--- config.mk ---
export PLATFORM = sky130hd
export DESIGN_NAME = nbit_pipe_register
export DESIGN_NICKNAME = d
export VERILOG_FILES = /design/src/rtl/nbit_pipe_register.sv
export SDC_FILE = /design/constraint.sdc
export NUM_CORES = 1
export LEC_CHECK = 0
export ABC_AREA = 1
export CORE_UTILIZATION = 46
export DETAILED_ROUTE_END_ITERATION = 8
export PLACE_DENSITY = 0.76
export SETUP_SLACK_MARGIN = 0.2
export SLEW_MARGIN = 15
export SYNTH_ARGS = -nofsm -noshare
export SYNTH_HDL_FRONTEND = slang
export SYNTH_SLANG_ARGS = --single-unit
--- constraint.sdc ---
create_clock -name CLK -period 1.3 [get_ports CLK]
set_input_delay 0.13 -clock CLK [delete_from_list [all_inputs] [get_ports CLK]]
set_output_delay 0.13 -clock CLK [all_outputs]
set_load 0.02 [all_outputs]
--- src/rtl/nbit_pipe_register.sv ---
// Parametrised chain of DEPTH N-bit register stages with valid/ready handshakes,
// full throughput, backpressure, synchronous flush and an occupancy count.
module nbit_pipe_register #(
  parameter int N     = 8,
  parameter int DEPTH = 2,
  parameter int OCC_W = $clog2(DEPTH + 1)
) (
  input  logic             CLK,
  input  logic             RST,
  input  logic             s_valid,
  output logic             s_ready,
  input  logic [N-1:0]     s_data,
  output logic             m_valid,
  input  logic             m_ready,
  output logic [N-1:0]     m_data,
  input  logic             flush,
  output logic [OCC_W-1:0] occupancy
);

  logic [DEPTH-1:0] v;
  logic [DEPTH-1:0] v_next;
  logic [DEPTH-1:0] load;
  logic [DEPTH-1:0] src_v;
  logic [DEPTH:0]   r;
  logic [N-1:0]     d     [DEPTH];
  logic [N-1:0]     src_d [DEPTH];
  logic [OCC_W-1:0] occ_next;

  // Stage 0 is fed from the upstream port, every later stage from its predecessor.
  for (genvar i = 0; i < DEPTH; i++) begin : g_src
    if (i == 0) begin : g_head
      assign src_v[i] = s_valid;
      assign src_d[i] = s_data;
    end else begin : g_body
      assign src_v[i] = v[i-1];
      assign src_d[i] = d[i-1];
    end
  end

  // Ready ripples back from m_ready; a stage can take a word if it is empty or
  // everything ahead of it is moving. The accumulator keeps r free of self-loops.
  always_comb begin
    logic acc;
    acc      = m_ready;
    r[DEPTH] = m_ready;
    for (int i = DEPTH - 1; i >= 0; i--) begin
      acc  = acc | ~v[i];
      r[i] = acc;
    end
  end

  // NOTE: every always_comb output gets a default first so no latch is inferred.
  always_comb begin
    v_next = v;
    load   = '0;
    for (int i = 0; i < DEPTH; i++) begin
      if (!flush && r[i]) begin
        v_next[i] = src_v[i];
        load[i]   = src_v[i];
      end
    end
    if (flush) v_next = '0;
  end

  // Occupancy is registered alongside v, so it is computed from next-state valids.
  always_comb begin
    occ_next = '0;
    for (int i = 0; i < DEPTH; i++) occ_next = occ_next + OCC_W'(v_next[i]);
  end

  // NOTE: sequential state uses non-blocking assignments so all stages update together.
  always_ff @(posedge CLK or posedge RST) begin
    if (RST) begin
      v         <= '0;
      occupancy <= '0;
    end else begin
      v         <= v_next;
      occupancy <= occ_next;
    end
  end

  // NOTE: the data registers are reset too, so m_data reads 0 straight out of reset.
  always_ff @(posedge CLK or posedge RST) begin
    if (RST) begin
      for (int i = 0; i < DEPTH; i++) d[i] <= '0;
    end else begin
      for (int i = 0; i < DEPTH; i++) begin
        if (load[i]) d[i] <= src_d[i];
      end
    end
  end

  assign s_ready = r[0] & ~flush;
  assign m_valid = v[DEPTH-1];
  assign m_data  = d[DEPTH-1];

endmodule

==> results of run 1 <==
## state kept, by name (all words and copies together) (netlist names)
register and cells:
m_data 8, v 2, occupancy 2, d 8
## repair_timing
item,in CTS,in global routing
setup endpoints to repair,30,28
cloned,0,1
resized for setup,44,19
setup buffers,0,2
pin swaps,2,5
## layout make-up
class | count | area [um2] | area share (%)
sequential | 20 | 503 | 40.4
multi-input combinational | 50 | 355 | 28.5
timing repair buffer | 34 | 280 | 22.5
inverter | 13 | 48.8 | 3.92
tap | 25 | 31.3 | 2.51
clock buffer | 4 | 26.3 | 2.11
## critical path: stages, from the launching register on
cell	delay, ns
sky130_fd_sc_hd__dfrtp_2	0.44
sky130_fd_sc_hd__nand3_2	0.08
sky130_fd_sc_hd__nand2_1	0.05
sky130_fd_sc_hd__inv_1	0.07
sky130_fd_sc_hd__buf_6	0.12
## metal layers
metal / vias up / global-route usage (%) / part of all wire, %
met2: 19 / 29.7 / 49
met3: 5 / 3.85 / 4.7
met4: 0 / 6.86 / 2.5
li1: 344 / - / -
met1: 322 / 20.6 / 44
met5: - / 0 / 0
## power by group
part	internal [mW]	total [mW]	switching [mW]	leakage, nW
clock network	0.120	0.310	0.190	0.0150
logic	0.170	0.398	0.229	0.363
registers	0.713	0.764	0.0510	0.251
## cell families (layout without fill, tap and decap cells)
group	after synthesis	after routing	synth area share, %
and+or+nand+nor	38	39	20.9
buffers and inverters	25	51	15.5
DFF	20	20	53.3
AOI/OAI and AO/OA	10	10	8.93
adders and majority gates	1	1	1.33
## cells in the mapped netlist
master,count
sky130_fd_sc_hd__a21oi_2,1
sky130_fd_sc_hd__buf_2,2
sky130_fd_sc_hd__buf_4,8
sky130_fd_sc_hd__buf_6,1
sky130_fd_sc_hd__buf_8,1
sky130_fd_sc_hd__dfrtp_1,20
sky130_fd_sc_hd__ha_1,1
sky130_fd_sc_hd__inv_1,12
sky130_fd_sc_hd__inv_2,1
sky130_fd_sc_hd__nand2_1,24
sky130_fd_sc_hd__nand2_2,3
sky130_fd_sc_hd__nand3_2,2
sky130_fd_sc_hd__nand3_4,1
sky130_fd_sc_hd__nand4_1,8
sky130_fd_sc_hd__o21ai_0,1
sky130_fd_sc_hd__o21ai_2,8
## worst paths after layout
kind,end,slack [ns],depth (start not counted)
worst max register to register,occupancy[0],0.13,4
worst min register to register,d[15],0.48,2
worst max-delay path,s_ready,0.12,4
worst min-delay path,v[0],0.12,2
min in group asynchronous,d[14],0.13,3
max in group asynchronous,v[0],0.93,3
==> out/metrics.yaml, run 1 <==
timing.setup.critical_path_class: "flop to output port"
cts-hold-fix-buffers: 0
highest_count_cells_in_the_layout_ignoring_fill_and_taps: "sky130_fd_sc_hd__nand2_1, sky130_fd_sc_hd__dfrtp_1, sky130_fd_sc_hd__inv_1"
clk-insertion-delay-late_ns: 0.31
wire_length_of_the_first_global_routing_pass_mm: 2.57
layout.cells.most_common: "sky130_fd_sc_hd__nand2_1"
hold_path_startpoint: "flush"
min_period_over_period_pct: 91.1
tritoncts: "built"
postRouteAntennaNets: 0
preCtsSetupSlack_ns: -0.245
hold_path.class: "input pin to flop"
worst_setup_path_start_kind: "flop"
cts_max_level: 1
totalNegativeSetupSlack_ns: 0
drt_wl_total_mm: 1.84
wire_per_inst_um: 12.6
fin_total_pwr_mw: 1.47
numPlacedInstances: 139
drt_iter0_drc: 11
final.fill_count: 145
timing_worst_slew_pin_value_ns: 0.250
postLayoutSetupSlackWorst_ns: 0.116
floorplan.initialDensity_pct: 51.5
arrival_time_reported_for_the_critical_path_endpoint_ns: 1.05
setup.worst_path.start: "v[0]"
pwr_density_cell_nw_per_um2: 1180
gp_congestion: 0.768
finish.cell_count_without_fillers: 146
power.static_leakage_nw: 0.629
finish.net_count: 136
setup_repair_after_global_routing_missed_its_margin: "yes"
run_status: "finished clean"
detail_route.first_pass.iterations: 4
final_design_area_no_fill_um2: 1240
layout-drive-gt1-share_pct: 41.3
fin_util_pct: 68.4
setup-violations-final: 0
drt_drc_violations_left: 0
grt.total_usage_pct: 17.2
worstPathRequired_ns: 1.17
worst_clock_skew_ns: 0.0138
clockBufferDepth: 2
synth.ff_latch_count: 20
std_cell_rows: 15
design.die.area_um2: 2220
hold_viol_final: 0
post_synth_num_cell_types: 16
tritoncts.num_buffers: 3
achievable-frequency_mhz: 845
clock-sinks: 20
ios: 25
place_area_um2: 1170
core_area_um2: 1820
synth.yosys.warnings: 0
synth.net_count: 108
io_buffer_count: 24
root_buffer: "sky130_fd_sc_hd__clkbuf_4"
reported_max_cap_violation_count: 0
grt_pass1_vias: 589
area_growth_pct: 32.7
slew_headroom_pct: 83.3
crit-reg2reg-launch: "v[0]"
hpwlAfterDp_mm: 1.16
antennaDiodeCount: 0
syn_area_um2: 938
clk_pin_slew_worst_paths_ns: 0.10
synth.top_cells.by_area: "sky130_fd_sc_hd__dfrtp_1, sky130_fd_sc_hd__nand2_1, sky130_fd_sc_hd__o21ai_2, sky130_fd_sc_hd__buf_4, sky130_fd_sc_hd__nand4_1"
die_w_um: 47.2
grt_max_degree: 21
worst_ir_drop_vdd_uv: 635
vias_per_cell: 4.73
synth-seq-area-share_pct: 53.3
fin_crit_ns: 1.18
endpoint_kind: "output port"
number_of_max_slew_violations_in_the_final_report: 0
synth_area_leader_cell: "sky130_fd_sc_hd__dfrtp_1"
dr_total_vias: 690
yosys.area.top_type_share_pct: 53.3
syn_inst: 94
antenna_violations_before_repair: 0
grt-ovfl-total: 0
synth_area_per_cell_um2: 9.98
die_height_um: 47.2
critPathMaxFanout: 3
final.hold.worst_slack_ns: 0.116
(Power assumes the default switching activity.)
==> inputs of run 2 (changes only) <==
Settings changed: CORE_UTILIZATION 46 to 50, PLACE_DENSITY 0.76 to 0.82.
Clock period 1.3 ns to 1.4 ns, I/O delays scaled along.
==> out/metrics.yaml, run 2 (synthesized netlist as in run 1, its figures left out) <==
number_of_max_slew_violations_in_the_final_report: 0
timing_worst_slew_pin_value_ns: 0.249
fin_total_pwr_mw: 1.51
wire_per_inst_um: 10.2
highest_count_cells_in_the_layout_ignoring_fill_and_taps: "sky130_fd_sc_hd__nand2_1, sky130_fd_sc_hd__dfrtp_1, sky130_fd_sc_hd__inv_1, sky130_fd_sc_hd__clkdlybuf4s50_1"
clk_pin_slew_worst_paths_ns: 0.11
arrival_time_reported_for_the_critical_path_endpoint_ns: 1.02
switching_share_pct: 26.7
timing.setup.critical_path_class: "flop to output port"
drt_wl_total_mm: 1.45
layout.cells.most_common: "sky130_fd_sc_hd__nand2_1"
vias_per_cell: 4.68
route.top_layer_used: "met4"
antennaDiodeCount: 0
grt-ovfl-total: 0
die_w_um: 45.3
setup_repair_after_global_routing_missed_its_margin: "yes"
floorplan.initialDensity_pct: 53.8
critical-path-slowest-cell: "sky130_fd_sc_hd__dfrtp_2"
place_area_um2: 1170
path_buf_inv: 1
antenna_violations_before_repair: 0
min_period_over_period_pct: 83.0
fin_crit_ns: 1.16
met3RoutedLength_um: 93
worstPathRequired_ns: 1.26
layout-drive-gt1-share_pct: 24.8
crit_path_max_cell_delay_ns: 0.44
ios: 25
run_status: "finished clean"
root_buffer: "sky130_fd_sc_hd__clkbuf_4"
pwr-share-clk_pct: 30.3
p_int_mw: 1.11
postRouteAntennaNets: 0
grt_max_degree: 21
grt.total_usage_pct: 17.5
design.die.area_um2: 2050
sequentialPowerShare_pct: 46.5
power.combinational.fraction_pct: 23.2
numPlacedInstances: 138
wire_length_of_the_first_global_routing_pass_mm: 2.48
clockBufferDepth: 2
multiInputGateArea_um2: 300
io_buffer_count: 24
drt_drc_violations_left: 0
totalNegativeSetupSlack_ns: 0
sequential_cell_area_um2: 502
die_height_um: 45.3
worst_ir_drop_vdd_uv: 1270
final.fill_count: 145
power.switching_mw: 0.404
endpoint_kind: "output port"
area_growth_pct: 29.9
preCtsSetupSlack_ns: -0.128
power.static_leakage_nw: 0.627
final_design_area_no_fill_um2: 1220
grt_pass1_vias: 608
core_area_um2: 1750
finish.cell_count_without_fillers: 142
clock-sinks: 20
setup-violations-final: 0
cts_max_level: 1
postLayoutSetupSlackWorst_ns: 0.237
worst_setup_path_start_kind: "flop"
crit_chain: "clkdlybuf4s15_1"
met1Wirelength_um: 641
hold_viol_final: 0
clk-insertion-delay-late_ns: 0.30
slew_headroom_pct: 83.4
fin_util_pct: 69.8
tritoncts.num_buffers: 3
critPathMaxFanout: 3
detailed_routed_wire_length_on_met2_um: 679
gp_congestion: 0.725
achievable-frequency_mhz: 860
final.hold.worst_slack_ns: 0.158
detail_route.first_pass.iterations: 4
hold_path.class: "input pin to asynchronous set/reset pin"
std_cell_rows: 15
reported_max_cap_violation_count: 0
drt_iter0_drc: 9
tritoncts: "built"
crit_family: "flip-flops"
worst_clock_skew_ns: 0.00939
pwr_density_cell_nw_per_um2: 1240
finish.net_count: 132
hpwlAfterDp_mm: 1.07
dr_total_vias: 664
[run 2: repair_timing]
| item | CTS | global route |
|---|---|---|
| hold buffers | 0 | 0 |
| buffers inserted | 0 | 0 |
| endpoints found under the setup margin | 12 | 4 |
| pin swaps | 0 | 1 |
| resized for setup | 13 | 9 |
[run 2: worst paths after layout]
| check | from | slack [ns] | cells past startpoint | endpoint |
|---|---|---|---|---|
| worst max-delay path | v[1] | 0.24 | 1 | m_valid |
| worst min-delay path | RST | 0.16 | 3 | m_data[6] |
| worst max register to register | v[1] | 0.25 | 4 | occupancy[0] |
| worst min register to register | m_data[5] | 0.48 | 2 | m_data[5] |
| max in group asynchronous | RST | 1.01 | 3 | v[1] |
| min in group CLK | s_data[7] | 0.39 | 3 | d[15] |
[run 2: routing by layer]
metal / track usage (%) / vias up
met5: 0 / -
met4: 10.9 / 0
met3: 5.60 / 4
met2: 27.2 / 21
met1: 21.0 / 304
li1: - / 335
[run 2: final cells by class]
| cell class | instances | area share [%] |
|---|---|---|
| timing repair buffer | 31 | 23.3 |
| clock buffer | 3 | 1.85 |
| clock inverter | 1 | 2.46 |
| multi-input combinational | 49 | 24.6 |
| inverter | 13 | 4.00 |
| tap | 25 | 2.57 |
| sequential | 20 | 41.2 |
[run 2: power by group through the flow]
| stage | logic (mW) | clock network, mW | registers [mW] |
|---|---|---|---|
| after detailed placement | 0.387 | 0 | 0.718 |
| after global placement | 0.379 | 0 | 0.715 |
| after global routing | 0.387 | 0.496 | 0.713 |
| final | 0.350 | 0.458 | 0.703 |
| after CTS | 0.349 | 0.472 | 0.704 |
| after floorplan | 0.279 | 0 | 0.718 |
[run 2: worst reg2reg max path: stages (launching register included)]
cell and delay [ns]:
sky130_fd_sc_hd__dfrtp_2 0.44, sky130_fd_sc_hd__nand3_2 0.07, sky130_fd_sc_hd__buf_4 0.18, sky130_fd_sc_hd__a21oi_4 0.07
sky130_fd_sc_hd__ha_1 0.28
==> inputs of run 3 (changes only) <==
Settings changed: CORE_ASPECT_RATIO set to 1.5, CORE_UTILIZATION 50 to 46, PLACE_DENSITY 0.82 to 0.76.
Clock period 1.4 ns to 1.1 ns, I/O delays scaled along.
==> out/metrics.yaml, run 3 (synthesized netlist as in run 1, its figures left out) <==
core_area_um2: 1880
crit_path_max_cell_delay_ns: 0.43
gp_congestion: 0.701
timing.reg2reg.setup_slack_ns: -0.01
clk-insertion-delay-late_ns: 0.31
final.hold.worst_slack_ns: -0.00351
critPathMaxFanout: 2
worst_setup_path_start_kind: "flop"
design.die.area_um2: 2230
crit_family: "flip-flops"
final_design_area_no_fill_um2: 1380
path_buf_inv: 2
std_cell_rows: 19
die_w_um: 38.9
antenna_violations_before_repair: 0
run_status: "finished, violations left"
place_area_um2: 1190
pwr_density_cell_nw_per_um2: 1380
tritoncts.num_buffers: 3
layout-drive-gt1-share_pct: 52.3
drt_drc_violations_left: 0
achievable-frequency_mhz: 869
root_buffer: "sky130_fd_sc_hd__clkbuf_4"
endpoint_kind: "output port"
layout.cells.most_common: "sky130_fd_sc_hd__dfrtp_1"
floorplan.initialDensity_pct: 50.0
wire_length_of_the_first_global_routing_pass_mm: 2.99
hold_path.class: "input pin to asynchronous set/reset pin"
timing.setup.critical_path_class: "flop to output port"
setup-violations-final: 3
drt_iter0_drc: 16
wire_per_inst_um: 12.3
r2r-end: "m_data[7]"
grt_max_degree: 12
io_buffer_count: 24
switching_share_pct: 30.7
die_height_um: 57.3
clk_pin_slew_worst_paths_ns: 0.11
vias_per_cell: 4.93
crit_chain: "nand3_2 > nand2_1 > inv_2 > buf_6"
pwr-share-clk_pct: 19.0
finish.net_count: 143
worst_ir_drop_vdd_uv: 1040
grt_pass1_vias: 689
grt-ovfl-total: 0
postRouteAntennaNets: 0
ff2ff_path_depth: 5
arrival_time_reported_for_the_critical_path_endpoint_ns: 1.04
ios: 25
hpwlAfterDp_mm: 1.21
tritoncts: "built"
worst_clock_skew_ns: 0.00870
finish.cell_count_without_fillers: 149
power.switching_mw: 0.585
critical-path-slowest-cell: "sky130_fd_sc_hd__dfrtp_2"
number_of_max_slew_violations_in_the_final_report: 0
power.combinational.fraction_pct: 32.8
hold_viol_final: 3
clockBufferDepth: 2
timing_worst_slew_pin_value_ns: 0.221
area_growth_pct: 46.9
highest_count_cells_in_the_layout_ignoring_fill_and_taps: "sky130_fd_sc_hd__dfrtp_1, sky130_fd_sc_hd__nand2_2, sky130_fd_sc_hd__buf_6"
min_period_over_period_pct: 105
postLayoutSetupSlackWorst_ns: -0.0502
crit-reg2reg-launch: "v[1]"
detail_route.first_pass.iterations: 4
p_int_mw: 1.32
failed_checks: "negative hold slack, negative setup slack"
dr_total_vias: 734
sequentialPowerShare_pct: 48.2
clock-sinks: 20
antennaDiodeCount: 0
fin_crit_ns: 1.15
slew_headroom_pct: 85.2
numPlacedInstances: 138
power.static_leakage_nw: 0.680
drt_wl_total_mm: 1.84
reported_max_cap_violation_count: 0
cts_max_level: 1
worstPathRequired_ns: 0.99
fin_total_pwr_mw: 1.90
grt.total_usage_pct: 19.3
setup_repair_after_global_routing_missed_its_margin: "yes"
run 3: repair_timing:
item / 4_1_cts / 5_1_grt
cloned: 1 / 0
gates resized for setup: 83 / 14
buffers inserted: 5 / 1
pin swaps: 1 / 3
endpoints found under the setup margin: 30 / 31
hold buffers: 0 / 0
run 3: stage by stage:
stage / hold WS, ns / TNS (ns) / worst slack, ns / util (%)
detailed placement: 0.342 / -5.29 / -0.413 / 63.5
floorplan: 0.0738 / -0.0442 / -0.0442 / -
global route: 0.00334 / -0.496 / -0.101 / 73.4
CTS: 0.00730 / -0.0911 / -0.0261 / 70.3
global placement: 0.329 / -4.43 / -0.384 / 63.5
finish: -0.00351 / -0.0753 / -0.0502 / 73.4
run 3: area by class of cell:
class,count,area [um2]
tap,21,26.3
timing repair buffer,41,394
sequential,20,502
fill,136,499
clock buffer,4,26.3
multi-input combinational,50,382
inverter,13,48.8
run 3: layer usage:
layer	vias up	wire length [um]	global-route usage, %
met5	-	0	0
met4	0	35	5.91
met3	2	58	3.50
met2	18	1080	34.0
met1	352	666	22.8
li1	362	-	-
run 3: how the worst max path moves through the flow:
stage,start,to,slack (ns),cells after the start
after floorplan,v[1],occupancy[0],-0.04,4
after global placement,m_ready,s_ready,-0.38,6
after detailed placement,m_ready,s_ready,-0.41,6
after CTS,v[1],s_ready,-0.03,4
after global routing,v[1],s_ready,-0.10,4
final,v[1],s_ready,-0.05,4
run 3: power groups by stage:
stage	clock network [mW]	logic, mW	registers (mW)
floorplan	0	0.355	0.913
global placement	0	0.495	0.908
detailed placement	0	0.507	0.913
CTS	0.365	0.608	0.912
global route	0.409	0.677	0.929
finish	0.361	0.625	0.917
